### config.mk
export PLATFORM = sky130hd
export DESIGN_NAME = axi_cmd_queue
export DESIGN_NICKNAME = d
export VERILOG_FILES = /design/src/rtl/axi_cmd_queue.sv
export SDC_FILE = /design/constraint.sdc
export NUM_CORES = 1
export LEC_CHECK = 0
export ABC_AREA = 1
export CAP_MARGIN = 20
export CORE_ASPECT_RATIO = 1.75
export CORE_UTILIZATION = 51
export CTS_BUF_LIST = sky130_fd_sc_hd__clkbuf_4
export DETAILED_ROUTE_END_ITERATION = 12
export PLACE_DENSITY = 0.87
export SETUP_SLACK_MARGIN = 0.1
export SYNTH_ARGS = -nofsm -noshare
export SYNTH_HDL_FRONTEND = slang
export SYNTH_SLANG_ARGS = --single-unit
### constraint.sdc
create_clock -name aclk -period 4.4 [get_ports aclk]
set_input_delay 0.88 -clock aclk [delete_from_list [all_inputs] [get_ports aclk]]
set_output_delay 0.88 -clock aclk [all_outputs]
set_load 0.005 [all_outputs]
### src/rtl/axi_cmd_queue.sv
// Command front-end: edge-detects the core's control register, queues commands,
// issues them one at a time to the AXI-Lite master and tracks completion status.
module axi_cmd_queue #(
    parameter int DEPTH   = 4,
    parameter int TIMEOUT = 1024
) (
    input  logic                       aclk,
    input  logic                       areset_n,
    input  logic [31:0]                i_axi_addr_reg,
    input  logic [31:0]                i_axi_data_reg,
    input  logic                       i_axi_sel_reg,
    input  logic [3:0]                 i_axi_strobe_reg,
    input  logic [1:0]                 i_axi_control_reg,
    input  logic                       i_done,
    input  logic                       i_err,
    input  logic [31:0]                i_rdata,
    input  logic                       i_clr,
    output logic                       start_write,
    output logic                       start_read,
    output logic [31:0]                o_addr,
    output logic [31:0]                o_data,
    output logic [3:0]                 o_wstrb,
    output logic                       o_psel,
    output logic                       o_busy,
    output logic                       o_full,
    output logic                       o_empty,
    output logic [$clog2(DEPTH+1)-1:0] o_count,
    output logic [31:0]                o_rdata,
    output logic                       o_rdata_valid,
    output logic                       o_err_sticky,
    output logic                       o_timeout,
    output logic [7:0]                 o_drop_cnt
);
    localparam int PW = $clog2(DEPTH);
    localparam int CW = $clog2(DEPTH + 1);
    localparam int TW = $clog2(TIMEOUT + 1);

    typedef struct packed {
        logic        is_read;
        logic [31:0] addr;
        logic [31:0] data;
        logic [3:0]  strobe;
        logic        sel;
    } cmd_t;

    typedef enum logic [1:0] {IDLE, ISSUE, WAIT} state_t;

    state_t        state;
    cmd_t          mem [DEPTH];
    cmd_t          push_cmd;
    cmd_t          head;
    logic [PW-1:0] wr_ptr;
    logic [PW-1:0] rd_ptr;
    logic [1:0]    prev_ctrl;
    logic [1:0]    rise;
    logic          push_req;
    logic          push;
    logic          pop;
    logic          cur_read;
    logic [1:0]    drops;
    logic [7:0]    drop_base;
    logic [8:0]    drop_sum;
    logic [TW-1:0] wait_cnt;

    assign rise    = i_axi_control_reg & ~prev_ctrl;
    assign head    = mem[rd_ptr];
    assign o_full  = (o_count == CW'(DEPTH));
    assign o_empty = (o_count == '0);
    assign o_busy  = !o_empty || (state != IDLE);

    // A write edge takes priority; a simultaneous read edge is counted as a drop.
    always_comb begin
        push_req        = |rise;
        push            = push_req && !o_full;
        pop             = (state == IDLE) && !o_empty;
        push_cmd.is_read = !rise[0];
        push_cmd.addr   = i_axi_addr_reg;
        push_cmd.data   = i_axi_data_reg;
        push_cmd.strobe = i_axi_strobe_reg;
        push_cmd.sel    = i_axi_sel_reg;
        drops           = {1'b0, (rise == 2'b11)} + {1'b0, (push_req && o_full)};
        drop_base       = i_clr ? 8'd0 : o_drop_cnt;
        drop_sum        = {1'b0, drop_base} + {7'd0, drops};
    end

    // NOTE: the storage array has no reset; an entry is only read after it was
    // written, so the reset pointers and count are enough to make it valid.
    always_ff @(posedge aclk) begin
        if (push) mem[wr_ptr] <= push_cmd;
    end

    // NOTE: all state registers use non-blocking assignments so every register
    // samples the pre-edge values regardless of statement order.
    always_ff @(posedge aclk) begin
        if (!areset_n) begin
            wr_ptr    <= '0;
            rd_ptr    <= '0;
            o_count   <= '0;
            prev_ctrl <= '0;
        end else begin
            prev_ctrl <= i_axi_control_reg;
            if (push) wr_ptr <= wr_ptr + PW'(1);
            if (pop)  rd_ptr <= rd_ptr + PW'(1);
            case ({push, pop})
                2'b10:   o_count <= o_count + CW'(1);
                2'b01:   o_count <= o_count - CW'(1);
                default: o_count <= o_count;
            endcase
        end
    end

    always_ff @(posedge aclk) begin
        if (!areset_n) begin
            state         <= IDLE;
            start_write   <= 1'b0;
            start_read    <= 1'b0;
            o_addr        <= '0;
            o_data        <= '0;
            o_wstrb       <= '0;
            o_psel        <= 1'b0;
            cur_read      <= 1'b0;
            wait_cnt      <= '0;
            o_rdata       <= '0;
            o_rdata_valid <= 1'b0;
            o_err_sticky  <= 1'b0;
            o_timeout     <= 1'b0;
            o_drop_cnt    <= '0;
        end else begin
            start_write <= 1'b0;
            start_read  <= 1'b0;
            // Clears come first so a set event later in this block wins.
            if (i_clr) begin
                o_rdata_valid <= 1'b0;
                o_err_sticky  <= 1'b0;
                o_timeout     <= 1'b0;
            end
            o_drop_cnt <= (drop_sum > 9'd255) ? 8'hFF : drop_sum[7:0];
            case (state)
                IDLE: begin
                    if (pop) begin
                        o_addr      <= head.addr;
                        o_data      <= head.data;
                        o_wstrb     <= head.strobe;
                        o_psel      <= head.sel;
                        cur_read    <= head.is_read;
                        start_write <= !head.is_read;
                        start_read  <= head.is_read;
                        state       <= ISSUE;
                    end
                end
                ISSUE: begin
                    wait_cnt <= '0;
                    state    <= WAIT;
                end
                WAIT: begin
                    if (i_done) begin
                        state <= IDLE;
                        if (cur_read) begin
                            o_rdata       <= i_rdata;
                            o_rdata_valid <= 1'b1;
                        end
                        if (i_err) o_err_sticky <= 1'b1;
                    end else if (wait_cnt == TW'(TIMEOUT - 1)) begin
                        o_timeout <= 1'b1;
                        state     <= IDLE;
                    end else begin
                        wait_cnt <= wait_cnt + TW'(1);
                    end
                end
                default: state <= IDLE;
            endcase
        end
    end
endmodule

==> results.json, run 1 <==
{
  "fin_skew_ps": 64.6,
  "cts_resized": 0,
  "drc": 0,
  "ys_ff_latch": 419,
  "cts_buffers": 90,
  "io_pins": 228,
  "cts_tree": "built",
  "syn_nets": 1493,
  "fin_tns_setup_ps": 0,
  "synthCells": 1376,
  "crit_top_cell": "nand2_1",
  "critPathArrivalTime_ps": 1960,
  "synth_cell_types": 31,
  "regArea_um2": 11200,
  "first_global_vias": 11500,
  "power.leakage_nw": 6.75,
  "fillers": 2128,
  "layout-drive-gt1-share_pct": 11.4,
  "cp_slowest_cell": "clkdlybuf4s50_1",
  "detail_route.first_pass.iterations": 5,
  "wire_per_inst_um": 17.8,
  "synth_edf_count": 280,
  "place_area_um2": 18100,
  "place_congestion": 0.893,
  "endpoint_kind": "output port",
  "design_area_um2": 19400,
  "max_stage_delay_ps": 490,
  "worstPathMaxFanout": 3,
  "synth.avg_cell_area_um2": 11.4,
  "grt_pass1_wl_um": 57500,
  "slew_headroom_pct": 35.9,
  "utilization_pct": 64.3,
  "cts.sinks": 419,
  "seq_area_frac_synth_pct": 71.4,
  "finalHoldViolations": 0,
  "overflow": 0,
  "grt_usage_pct": 24.0,
  "period_minus_slack_ps": 2840,
  "rows": 84,
  "htree_levels": 3,
  "ys_warn_count": 0,
  "final_common_cell": "nor2_1",
  "antenna_found_initial": 1,
  "core_um2": 30200,
  "cts-root-buf": "clkbuf_4",
  "die_width_um": 135,
  "final_cell_mix": "nor2_1, edfxtp_1, clkdlybuf4s50_1, o21ai_0, dfxtp_1",
  "start_util_pct": 52.0,
  "cts_buffer_depth": 3,
  "worst_pin_slew_ps": 961,
  "syn_area_um2": 15700,
  "slew_violations": 0,
  "nNetsFinal": 1743,
  "dp.cells": 1921,
  "start_kind": "flip-flop",
  "dieArea_um2": 31500,
  "vias": 11400,
  "post_drt_via_cell_ratio": 5.46,
  "crit_chain": "inv_2, nand2_1, inv_1, nand2_1, clkdlybuf4s50_1",
  "rsz0062_at_grt": "no",
  "synthFlopType": "edfxtp_1",
  "setup_viol": 0,
  "wl_um": 37300,
  "grt_max_degree": 103,
  "fin_crit_sh_pct": 64.5,
  "drtIter0Drc": 898,
  "stdcell_count": 2092,
  "run_status": "finished, final reports clean",
  "max_freq_mhz": 352,
  "dp_hpwl_um": 22500,
  "path_class": "flip-flop to output port",
  "hold_buffers": 0,
  "async_flop_share_pct": 0,
  "multi_input_area_um2": 3930,
  "peakVddDrop_uv": 368,
  "antenna_left": 0,
  "power_density_nw_per_um2": 583,
  "area_delta_synth_final_pct": 23.7,
  "hold_path_class": "flip-flop to flip-flop",
  "portBuffers": 227,
  "drv_cap": 0,
  "die_y_um": 234,
  "crit_required_ps": 3520,
  "clkTransAtPathRegs_ps": 70,
  "clkLatencyLatePin_ps": 780,
  "cts_setup_buffers": 0,
  "total_power_w": 0.0113
}
state kept, by name, indices dropped and copies added, names as in the netlist, 3 cells and up, named ones only:
name        cells
mem           280
o_data         32
o_count         3
o_wstrb         4
o_rdata        32
wait_cnt       11
o_drop_cnt      8
o_addr         32
final timing paths:
path                             endpoint  slack, ps        from  cells after the start
worst min-delay path            flip-flop        480   rd_ptr[1]                      2
worst min register to register  flip-flop        480   rd_ptr[1]                      2
worst max register to register  o_addr[0]       1690  o_count[1]                      7
worst max-delay path               o_busy       1560    state[0]                      5
through the flow:
stage,hold slack [ps],worst slack [ps]
after global routing,488,1440
after CTS,481,1490
after floorplan,442,-333
final,478,1560
after detailed placement,466,955
after global placement,447,1040
layer usage:
layer	wire length, µm	GRT usage [%]
met1	12600	24.0
met2	20300	44.5
met3	2540	5.06
met4	1770	15.6
met5	0	0
cells in the mapped netlist, types with 4 or more instances:
cell | number | share of area [%]
buf_1 | 5 | 0.12
nor2_1 | 370 | 8.9
buf_2 | 34 | 1.1
edfxtp_1 | 280 | 54
nand4_1 | 4 | 0.16
dfxtp_1 | 139 | 18
nand3_1 | 23 | 0.73
a21oi_1 | 32 | 1.0
nand2_2 | 5 | 0.20
inv_2 | 14 | 0.34
xor2_1 | 4 | 0.22
nand2_1 | 49 | 1.2
clkbuf_1 | 29 | 0.69
inv_1 | 27 | 0.65
o21ai_0 | 137 | 4.4
buf_4 | 11 | 0.53
ha_1 | 7 | 0.56
buf_6 | 5 | 0.36
a31oi_1 | 69 | 2.8
o21ai_1 | 114 | 3.6
area by class of cell:
class                   instances  area share (%)
flip-flops and latches        419            57.7
multi-input cells             832            20.2
repair buffers                242            12.3
clock buffers                 128            4.96
well taps                     387            2.50
clock inverters                42            1.46
inverters                      41           0.807
diodes                          1          0.0129
cells by family after synthesis:
group                      after synthesis  share of synthesized area (%)
adders and majority gates                9                          0.814
DFF                                    419                           71.4
AOI/OAI and AO/OA                      356                           12.0
and+or+nand+nor                        461                           11.7
buffers and inverters                  125                           3.77
xor gates and xnor gates                 6                          0.335
worst max-delay path: cells and delay by family (launching register included):
kind                   cells  cell delay (ps)
DFF                        1              390
and+or+nand+nor            2              200
buffers and inverters      3              590
report_power, final:
part           total [W]  internal [W]  switching (W)
registers        0.00525       0.00491       0.000344
logic            0.00298       0.00112        0.00186
clock network    0.00307       0.00160        0.00147
No activity file was read; power rests on OpenSTA's default activity.
==> run 2: changes to the inputs <==
CORE_UTILIZATION = 54   (was 51)
clock period = 2.9 ns   (was 4.4 ns; I/O delays follow)
==> run 2 against run 1 <==
Compared with the run above: count of clock-buffer cells in the layout up 14; highest routed layer unchanged; sequential share of layout area fell by 0.58 points; flip-flop and latch count unchanged; worst hold slack worse by 230 ps; clock power increased by 48%; combinational power up 62%; cell count increased by 0.19%; largest cell class unchanged; total power increased by 53%; via count up 1.2%; die area down 5.5%; sequential power up 50%.
==> results.json, run 2 (same netlist as run 1, synthesis figures left out) <==
{
  "run_status": "finished, final reports clean",
  "utilization_pct": 68.4,
  "die_y_um": 227,
  "place_congestion": 0.798,
  "max_freq_mhz": 395,
  "fin_crit_sh_pct": 87.4,
  "stdcell_count": 2096,
  "cts_resized": 0,
  "dieArea_um2": 29700,
  "htree_levels": 3,
  "peakVddDrop_uv": 845,
  "portBuffers": 227,
  "fillers": 1986,
  "cts_tree": "built",
  "design_area_um2": 19600,
  "drtIter0Drc": 791,
  "io_pins": 228,
  "slew_violations": 0,
  "core_um2": 28600,
  "first_global_vias": 12100,
  "die_width_um": 131,
  "grt_pass1_wl_um": 58400,
  "multi_input_area_um2": 3930,
  "drc": 0,
  "post_drt_via_cell_ratio": 5.51,
  "critPathArrivalTime_ps": 1950,
  "largest-register": "mem",
  "setup_viol": 0,
  "final_cell_mix": "nor2_1, edfxtp_1, clkdlybuf4s50_1, clkbuf_4",
  "cts_buffer_depth": 3,
  "place_area_um2": 18400,
  "setup_ws_ps": 367,
  "cts-root-buf": "clkbuf_4",
  "rsz0062_at_grt": "no",
  "antenna_found_initial": 3,
  "crit_required_ps": 2320,
  "antenna_left": 0,
  "endpoint_kind": "output port",
  "hold_path_class": "primary input to flip-flop",
  "fin_skew_ps": 51.6,
  "detail_route.first_pass.iterations": 5,
  "start_kind": "flip-flop",
  "clkLatencyLatePin_ps": 790,
  "worstPathMaxFanout": 3,
  "dp_slack_ps": -117,
  "cts_buffers": 92,
  "grt_usage_pct": 26.1,
  "cts_setup_buffers": 0,
  "dp_hpwl_um": 22700,
  "rows": 82,
  "hold_buffers": 0,
  "vias": 11600,
  "overflow": 0,
  "largest_reg_flops": 280,
  "clkTransAtPathRegs_ps": 70,
  "period_minus_slack_ps": 2530,
  "drv_cap": 0,
  "start_util_pct": 54.8,
  "grt_max_degree": 144,
  "fin_tns_setup_ps": 0,
  "final_common_cell": "nor2_1",
  "regArea_um2": 11200,
  "power_density_nw_per_um2": 880,
  "cts.sinks": 419,
  "dp.cells": 1922,
  "nNetsFinal": 1755,
  "path_class": "flip-flop to output port",
  "layout-drive-gt1-share_pct": 12.4,
  "slew_headroom_pct": 37.9,
  "area_delta_synth_final_pct": 25.0,
  "worst_pin_slew_ps": 931,
  "power.leakage_nw": 6.85,
  "wl_um": 37900,
  "wire_per_inst_um": 18.1,
  "finalHoldViolations": 0
}
==> run 2: changes by cell type in the layout (fill, tap and decap cells not counted), sizes merged <==
cell	before	now
buf	16	26
bufinv	4	1
clkbuf	128	142
clkinv	34	23
clkinvlp	2	1
diode	1	3
inv	43	45
==> run 2: where the power goes <==
| part | switching, W | total (W) | internal, W |
|---|---|---|---|
| Clock | 0.00220 | 0.00454 | 0.00233 |
| Combinational | 0.00299 | 0.00484 | 0.00185 |
| Sequential | 0.000416 | 0.00786 | 0.00744 |
==> run 2: worst max-delay path, cell delays in order, from the launching register on <==
cell and delay, ps:
dfxtp_1 380, inv_2 50, nand2_1 120, inv_1 60, nand2_1 70, clkdlybuf4s50_1 490
==> run 2: worst paths after layout <==
check	to	startpoint	cells after the start	slack, ps
max reg2reg	o_drop_cnt[6]	prev_ctrl[0]	12	600
max	o_busy	state[0]	5	370
min	o_addr[30]	areset_n	3	250
min reg2reg	flip-flop	rd_ptr[1]	2	470
==> run 2: final cells by class <==
class                           count  share of cell area (%)
Antenna cell                        3                  0.0383
Sequential cell                   419                    57.2
Inverter                           41                   0.798
Clock buffer                      142                    5.44
Clock inverter                     29                   0.741
Multi-Input combinational cell    832                    20.0
Timing Repair Buffer              252                    13.4
Tap cell                          378                    2.41
==> run 2: per-stage QoR <==
step           hold slack (ps)  total power (W)
3_3_place_gp               441           0.0125
4_1_cts                    179           0.0173
2_1_floorplan              442           0.0108
5_1_grt                    211           0.0182
6_report                   245           0.0172
3_5_place_dp               459           0.0128
==> run 2: metal layers <==
metal / share of wire [%] / global-route usage, % / vias to the layer above
met5: 0 / 0 / -
met4: 4.3 / 18.5 / 0
met3: 6.1 / 5.64 / 118
met2: 54 / 46.6 / 507
met1: 36 / 26.6 / 5522
li1: - / - / 5406
==> run 3: changes to the inputs <==
RECOVER_POWER = 25   (was default)
==> run 3 against run 2 <==
Compared with the run above: routed wire length is 0.20% lower; cell count hardly changed; global-route usage stayed put; clock skew is 4.2 ps lower; via count is 0.29% higher; utilization hardly changed; register-to-register slack better by 20 ps; worst hold slack worse by 16 ps; first-iteration DRC count is 6.8% lower; sequential power hardly changed.
==> results.json, run 3 (same netlist as run 1, synthesis figures left out) <==
{
  "final_cell_mix": "nor2_1, edfxtp_1, clkdlybuf4s50_1, clkbuf_4",
  "max_stage_delay_ps": 490,
  "core_um2": 28600,
  "layout-drive-gt1-share_pct": 12.4,
  "htree_levels": 3,
  "critPathArrivalTime_ps": 1950,
  "r2r_end": "o_drop_cnt[6]",
  "start_kind": "flip-flop",
  "crit_chain": "inv_2, nand2_1, inv_1, nand2_1, clkdlybuf4s50_1",
  "power_density_nw_per_um2": 879,
  "final_common_cell": "nor2_1",
  "detail_route.first_pass.iterations": 5,
  "clkTransAtPathRegs_ps": 70,
  "portBuffers": 227,
  "worst_pin_slew_ps": 932,
  "largest-register": "mem",
  "overflow": 0,
  "hold_buffers": 0,
  "hold_slack_ps": 229,
  "worst-path-buf-inv": 3,
  "cts-root-buf": "clkbuf_4",
  "fillers": 1985,
  "startpoint": "state[0]",
  "clkLatencyLatePin_ps": 790,
  "combPwrFrac_pct": 28.1,
  "wl_um": 37800,
  "slew_violations": 0,
  "dp_hpwl_um": 22700,
  "seqPwrFrac_pct": 45.6,
  "fin_crit_sh_pct": 87.4,
  "cts_buffers": 92,
  "crit_end": "o_busy",
  "cts_buffer_depth": 3,
  "power.leakage_nw": 6.87,
  "fin_tns_setup_ps": 0,
  "endpoint_kind": "output port",
  "grt_max_degree": 144,
  "cts_resized": 0,
  "vias": 11600,
  "slew_headroom_pct": 37.9,
  "cts.sinks": 419,
  "start_util_pct": 54.8,
  "rsz0062_at_grt": "no",
  "r2r_cells": 12,
  "die_width_um": 131,
  "p_int_w": 0.0116,
  "run_status": "finished, final reports clean",
  "io_pins": 228,
  "crit_family": "buffers and inverters",
  "peakVddDrop_uv": 849,
  "cts_setup_buffers": 0,
  "hold_path_class": "primary input to flip-flop",
  "dieArea_um2": 29700,
  "cp_slowest_cell": "clkdlybuf4s50_1",
  "crit_top_cell": "nand2_1",
  "pwr-share-clk_pct": 26.3,
  "setup_viol": 0,
  "period_minus_slack_ps": 2530,
  "area_delta_synth_final_pct": 25.0,
  "worstPathMaxFanout": 3,
  "rows": 82,
  "fin_skew_ps": 47.4,
  "antenna_left": 0,
  "cp.depth": 5,
  "finalHoldViolations": 0,
  "post_drt_via_cell_ratio": 5.53,
  "nNetsFinal": 1755,
  "r2r_slack_ps": 620,
  "largest_reg_flops": 280,
  "crit_required_ps": 2320,
  "antenna_found_initial": 4,
  "wire_per_inst_um": 18.0,
  "place_congestion": 0.798,
  "drv_cap": 0,
  "max_freq_mhz": 395,
  "grt_usage_pct": 26.1,
  "grt_pass1_wl_um": 58400,
  "path_class": "flip-flop to output port",
  "first_global_vias": 12100,
  "swShare_pct": 32.7,
  "drtIter0Drc": 737,
  "cts_tree": "built",
  "die_y_um": 227,
  "drc": 0,
  "p_switching_w": 0.00563,
  "r2r_start": "prev_ctrl[0]"
}
==> run 3: changes by cell type in the layout (fill, tap and decap cells not counted) <==
cell	change
clkdlybuf4s50_1	-53
dlygate4sd3_1	+53
diode_2	+1
==> run 3: through the flow <==
step           power, W  utilization (%)  instance area (µm²)  setup slack (ps)  std cells
3_5_place_dp     0.0128             64.2                18400              -117       1922
2_1_floorplan    0.0108                -                15700              -402       1376
3_3_place_gp     0.0125             64.2                18400             -57.4       1922
4_1_cts          0.0173             68.4                19600               293       2093
5_1_grt          0.0182             68.5                19600               227       2097
6_report         0.0172             68.5                19600               365       2097
==> run 3: how the worst min path moves through the flow <==
stage                     startpoint          to  slack (ps)  cells after the start
after global placement     rd_ptr[1]   flip-flop         440                      2
after global routing        areset_n   o_data[0]         210                      3
after floorplan            rd_ptr[1]   flip-flop         440                      2
after CTS                   areset_n  o_addr[31]         180                      3
after detailed placement   rd_ptr[1]   flip-flop         460                      2
final                       areset_n  o_addr[30]         230                      3
==> run 3: tightest hold or removal path, stage by stage <==
cell     delay, ps
buf_4          220
o21ai_0        110
a31oi_1         40
==> run 3: routing by layer <==
metal | GRT usage (%) | part of all wire [%] | vias up
li1 | - | - | 5418
met1 | 26.6 | 35 | 5515
met3 | 5.64 | 6.5 | 126
met2 | 46.6 | 54 | 527
met4 | 18.5 | 4.7 | 0
met5 | 0 | 0 | -
==> run 3: layout make-up <==
| type | count | area [µm²] | share of cell area [%] |
|---|---|---|---|
| sequential | 419 | 11200 | 57.2 |
| multi-input combinational | 832 | 3930 | 20.0 |
| timing repair buffer | 252 | 2620 | 13.4 |
| clock buffer | 142 | 1070 | 5.44 |
| tap | 378 | 473 | 2.41 |
| inverter | 41 | 156 | 0.798 |
| clock inverter | 29 | 145 | 0.741 |
| antenna | 4 | 10.0 | 0.0511 |
==> run 3: power groups by stage <==
stage	registers [W]	logic (W)	clock network (W)
2_1_floorplan	0.00790	0.00286	0
3_3_place_gp	0.00793	0.00458	0
3_5_place_dp	0.00797	0.00481	0
4_1_cts	0.00785	0.00485	0.00464
5_1_grt	0.00793	0.00534	0.00492
6_report	0.00786	0.00484	0.00454
